**src/rtl/adder_operand_sequencer.sv**
```systemverilog
// Streams operand pairs through a FIFO into an external combinational adder and registers the sum; optional carry flag via ADDER_OVF_FLAG_EN.
// Latency: a pair accepted at edge k into an empty FIFO produces res_valid=1 after edge k+1; one result per cycle sustained.
// Backpressure: in_ready = !full; res_ready=0 holds res_sum/res_ovf and the FIFO head until the result is taken.
module adder_operand_sequencer #(
    parameter int N     = 32,
    parameter int DEPTH = 4
) (
    input  logic                     clk,
    input  logic                     rst_n,
    input  logic                     in_valid,
    output logic                     in_ready,
    input  logic [N-1:0]             in_a,
    input  logic [N-1:0]             in_b,
    output logic [N-1:0]             add_a,
    output logic [N-1:0]             add_b,
    input  logic [N-1:0]             add_sum,
    output logic                     res_valid,
    input  logic                     res_ready,
    output logic [N-1:0]             res_sum,
    output logic                     res_ovf,
    output logic [$clog2(DEPTH):0]   fifo_count
);

    localparam int AW = $clog2(DEPTH);

    typedef enum logic [1:0] {
        IDLE  = 2'd0,
        RUN   = 2'd1,
        STALL = 2'd2
    } state_t;

    logic [N-1:0] mem_a [DEPTH];
    logic [N-1:0] mem_b [DEPTH];
    logic [AW:0]  wr_ptr;
    logic [AW:0]  rd_ptr;
    logic [AW:0]  wr_ptr_nxt;
    logic [AW:0]  rd_ptr_nxt;
    logic         empty;
    logic         full;
    logic         push;
    logic         fire;
    logic         empty_nxt;
    logic         res_valid_nxt;
    state_t       state;

    // Extra pointer MSB distinguishes full from empty when the index bits match.
    assign empty      = (wr_ptr == rd_ptr);
    assign full       = (wr_ptr[AW] != rd_ptr[AW]) && (wr_ptr[AW-1:0] == rd_ptr[AW-1:0]);
    assign push       = in_valid && !full;
    assign fire       = !empty && (!res_valid || res_ready);
    assign in_ready   = !full;
    assign fifo_count = wr_ptr - rd_ptr;

    assign add_a = empty ? '0 : mem_a[rd_ptr[AW-1:0]];
    assign add_b = empty ? '0 : mem_b[rd_ptr[AW-1:0]];

    assign wr_ptr_nxt    = wr_ptr + (AW+1)'(push);
    assign rd_ptr_nxt    = rd_ptr + (AW+1)'(fire);
    assign empty_nxt     = (wr_ptr_nxt == rd_ptr_nxt);
    assign res_valid_nxt = fire ? 1'b1 : (res_ready ? 1'b0 : res_valid);

    always_ff @(posedge clk) begin
        if (push) begin
            mem_a[wr_ptr[AW-1:0]] <= in_a;
            mem_b[wr_ptr[AW-1:0]] <= in_b;
        end
    end

    always_ff @(posedge clk or negedge rst_n) begin
        if (!rst_n) begin
            wr_ptr <= '0;
            rd_ptr <= '0;
        end else begin
            wr_ptr <= wr_ptr_nxt;
            rd_ptr <= rd_ptr_nxt;
        end
    end

    always_ff @(posedge clk or negedge rst_n) begin
        if (!rst_n) begin
            res_valid <= 1'b0;
            res_sum   <= '0;
        end else if (fire) begin
            res_valid <= 1'b1;
            res_sum   <= add_sum;
        end else if (res_ready) begin
            res_valid <= 1'b0;
        end
    end

`ifdef ADDER_OVF_FLAG_EN
    // A wrapped unsigned sum is smaller than either operand exactly when a carry left bit N-1.
    always_ff @(posedge clk or negedge rst_n) begin
        if (!rst_n) begin
            res_ovf <= 1'b0;
        end else if (fire) begin
            res_ovf <= (add_sum < add_a);
        end
    end
`else
    assign res_ovf = 1'b0;
`endif

    // Debug-only activity tracker; nothing outside depends on it.
    always_ff @(posedge clk or negedge rst_n) begin
        if (!rst_n) begin
            state <= IDLE;
        end else begin
            case (state)
                IDLE: begin
                    if (push) state <= RUN;
                end
                RUN: begin
                    if (res_valid && !res_ready && !empty) state <= STALL;
                    else if (empty_nxt && !res_valid_nxt) state <= IDLE;
                end
                STALL: begin
                    if (res_ready) state <= RUN;
                end
                default: state <= IDLE;
            endcase
        end
    end

endmodule

```
**config.mk**
```make
export PLATFORM = sky130hd
export DESIGN_NAME = adder_operand_sequencer
export DESIGN_NICKNAME = d
export VERILOG_FILES = /design/src/rtl/adder_operand_sequencer.sv
export SDC_FILE = /design/constraint.sdc
export NUM_CORES = 1
export LEC_CHECK = 0
export CORE_MARGIN = 2
export CORE_UTILIZATION = 40
export CTS_CLUSTER_DIAMETER = 40
export DETAILED_ROUTE_END_ITERATION = 8
export HOLD_SLACK_MARGIN = 0.05
export MAX_ROUTING_LAYER = met4
export PLACE_DENSITY_LB_ADDON = 0.12
export REMOVE_ABC_BUFFERS = 1
export SLEW_MARGIN = 5
export SYNTH_ARGS = -nofsm -noshare
export SYNTH_HDL_FRONTEND = slang
export SYNTH_SLANG_ARGS = --single-unit
```
**constraint.sdc**
```tcl
create_clock -name clk -period 9.6 [get_ports clk]
set_clock_uncertainty 0.05 [all_clocks]
set_input_delay 0.96 -clock clk [delete_from_list [all_inputs] [get_ports clk]]
set_output_delay 0.96 -clock clk [all_outputs]
set_load 0.005 [all_outputs]
```
==> results_dict.tcl <==
set metrics [dict create \
    status "finished, final reports clean" \
    grt_pass1_vias 6183 \
    critPathBufInv 3 \
    die_area_um2 29800 \
    die_h_um 173 \
    finalNetCount 845 \
    cts_buffers 39 \
    period_share_pct 50.6 \
    reg2regPathDepth 6 \
    clock_sinks 295 \
    worst_path_dominant_cell_family "flip-flops" \
    cp_slowest_stage_delay_ns 1.12 \
    htreeDepth 2 \
    min_to "res_sum[20]" \
    wl_um 22300 \
    netlist_area_um2 11400 \
    drive_above_1_share_pct 23.1 \
    synth.avg_cell_area_um2 22.3 \
    top_level_ports 202 \
    fin_util_pct 54.1 \
    cts_tree "built" \
    powerDensity_nw_per_um2 353 \
    reg2reg_slack_ns 6.29 \
    cpMaxStageDelayCell "dfrtp_4" \
    yosysUniqueCellTypes 24 \
    timing.hold.ws_ns 0.453 \
    area_growth_pct 32.7 \
    worst-setup-path-type "flop to output port" \
    final_area_um2 15100 \
    cts_buffer_depth 3 \
    rsz0062_at_grt "no" \
    gp_congestion 0.731 \
    yosysSeqAreaShare_pct 76.1 \
    cts-root-buf "clkbuf_16" \
    num_vias 5536 \
    hp-class "flop to flop" \
    synth_area_leaders "edfxtp_1, mux4_2, dfrtp_1" \
    min_from "res_sum[20]" \
    antenna_found_initial 1 \
    synth_top_area_cell "edfxtp_1" \
    dp_hpwl_um 13200 \
    worst_slew_pin_slew_ns 1.06 \
    fmax_mhz 206 \
    dr.pass1.iters 4 \
    cts-resized-gates 0 \
    drc 0 \
    finalSetupViolations 0 \
    postCtsHoldBufs 0 \
    syn_inst 511 \
    cts_setup_buffers 0 \
    clock_latency_ns 0.51 \
    core-area_um2 27900 \
    grt_start_max_net_pins 68 \
    leakage_nw 5.25 \
    max-cap-violations 0 \
    final-max-slew-violation-count 0 \
    io_buffers 200 \
    place_area_um2 13800 \
    via_per_inst 4.83 \
    ant_nets 0 \
    rows 61 \
    start_kind "flop" \
    grt_overflow 0 \
    r2r_end "mem_a[3][5]" \
    arrival_ns 3.84 \
    cp-end-kind "output port" \
    routedWlPerCell_um 19.4 \
    crit_chain "inv_1 > ha_1 > nand2_1 > nor2_4 > buf_4 > and2b_1 > clkdlybuf4s50_1" \
    clk_pin_slew_worst_paths_ns 0.05 \
    drtIter0Drc 384 \
    critical_path.max_fanout 67 \
    tns_ns 0 \
    grt_pass1_wl_um 34600 \
    post-route-min-period_ns 4.85 \
    fp.dieW_um 173 \
    crit_required_ns 8.59 \
    ys_ff_latch 295 \
    initial_core_util_pct 40.8 \
    hold_viol 0 \
    ir_drop_mv 0.201 \
    hold_depth 1 \
    yosysWarningCount 0 \
    yosysTopAreaCellShare_pct 67.5 \
    r2r_start "rd_ptr[1]" \
    track_usage_pct 15.4 \
    max_slew_margin_pct 29.6 \
]
[worst register-to-register path: stages (launching register included)]
cell and delay [ns]:
dfrtp_4 1.12, inv_1 0.12, ha_1 0.32, nand2_1 0.19, o21ai_0 0.28, nor3_2 0.25, buf_4 0.56
[where the power goes]
| part | switching, mW | leakage (nW) | total, mW | internal (mW) |
|---|---|---|---|---|
| Combinational | 0.741 | 1.84 | 1.97 | 1.23 |
| Sequential | 0.203 | 2.80 | 1.96 | 1.76 |
| Clock | 0.541 | 0.613 | 1.40 | 0.863 |
[logic make-up (layout without fill, tap and decap cells)]
logic type | Yosys count | in the layout | synth area share (%)
buffers and inverters | 32 | 288 | 1.63
muxes | 96 | 96 | 16.8
adders and majority gates | 7 | 7 | 0.835
xor gates and xnor gates | 5 | 5 | 0.385
AOI/OAI and AO/OA | 2 | 2 | 0.121
DFF | 295 | 295 | 76.1
other | 1 | 2 | 0.0329
and+or+nand+nor | 73 | 73 | 4.16
[synth_stat cells]
| cell | number |
|---|---|
| mux2_2 | 3 |
| xnor2_1 | 2 |
| buf_4 | 9 |
| nor2b_1 | 39 |
| mux4_2 | 64 |
| o21ai_0 | 1 |
| buf_6 | 4 |
| nand3_1 | 1 |
| clkbuf_1 | 11 |
| mux2_4 | 29 |
| and2b_1 | 25 |
| nand2_1 | 2 |
| nand2b_1 | 1 |
| inv_1 | 7 |
| fa_1 | 1 |
| buf_2 | 1 |
| o21ai_2 | 1 |
| nor2_1 | 1 |
| edfxtp_1 | 256 |
| dfrtp_1 | 39 |
| conb_1 | 1 |
| ha_1 | 6 |
| xor2_1 | 3 |
| nor3_1 | 4 |
[flip-flops by register name, summed over array words and instances (netlist names)]
signal and flops:
res_valid 1, mem_a 128, res_sum 32, rd_ptr 3, mem_b 128, wr_ptr 3
[area by class of cell]
class                      instances  area, µm²
fill                            2213      12800
antenna                            1       2.50
sequential                       295       8670
timing repair buffer             211       2080
inverter                           7       26.3
tap                              378        473
clock inverter                    25        260
multi-input combinational        184       2580
clock buffer                      45       1030
[metrics by stage]
stage          power (mW)  worst slack (ns)  cells
2_1_floorplan        2.98              1.20    486
3_3_place_gp         4.00              5.16   1075
3_5_place_dp         4.02              5.15   1075
4_1_cts              5.45              4.59   1145
5_1_grt              5.64              4.40   1146
6_report             5.34              4.75   1146
[routing by layer]
layer,wire (µm),track usage (%)
met1,9480,19.1
met2,11000,25.0
met3,1440,4.66
met4,362,3.67
met5,0,-
[layout by cell type (no fill, tap or decap), drive strengths merged, types with 2 or more instances in the layout]
| master | n |
|---|---|
| clkinvlp | 5 |
| buf | 12 |
| clkdlybuf4s50 | 199 |
| xor2 | 3 |
| nor3 | 4 |
| inv | 12 |
| edfxtp | 256 |
| and2b | 25 |
| clkbuf | 45 |
| nor2b | 39 |
| mux2 | 32 |
| xnor2 | 2 |
| ha | 6 |
| nand2 | 2 |
| bufinv | 3 |
| clkinv | 12 |
| o21ai | 2 |
| mux4 | 64 |
| dfrtp | 39 |
[worst max path at each step]
stage / depth (start not counted) / start / slack [ns] / endpoint
2_1_floorplan: 4 / rd_ptr[0] / 1.20 / mem_a[2][0]
3_3_place_gp: 7 / rd_ptr[1] / 5.16 / add_a[19]
3_5_place_dp: 7 / rd_ptr[1] / 5.15 / add_a[4]
4_1_cts: 7 / rd_ptr[1] / 4.59 / add_a[4]
5_1_grt: 7 / rd_ptr[1] / 4.40 / add_a[4]
6_report: 7 / rd_ptr[1] / 4.75 / add_a[4]
(Power assumes the default switching activity.)
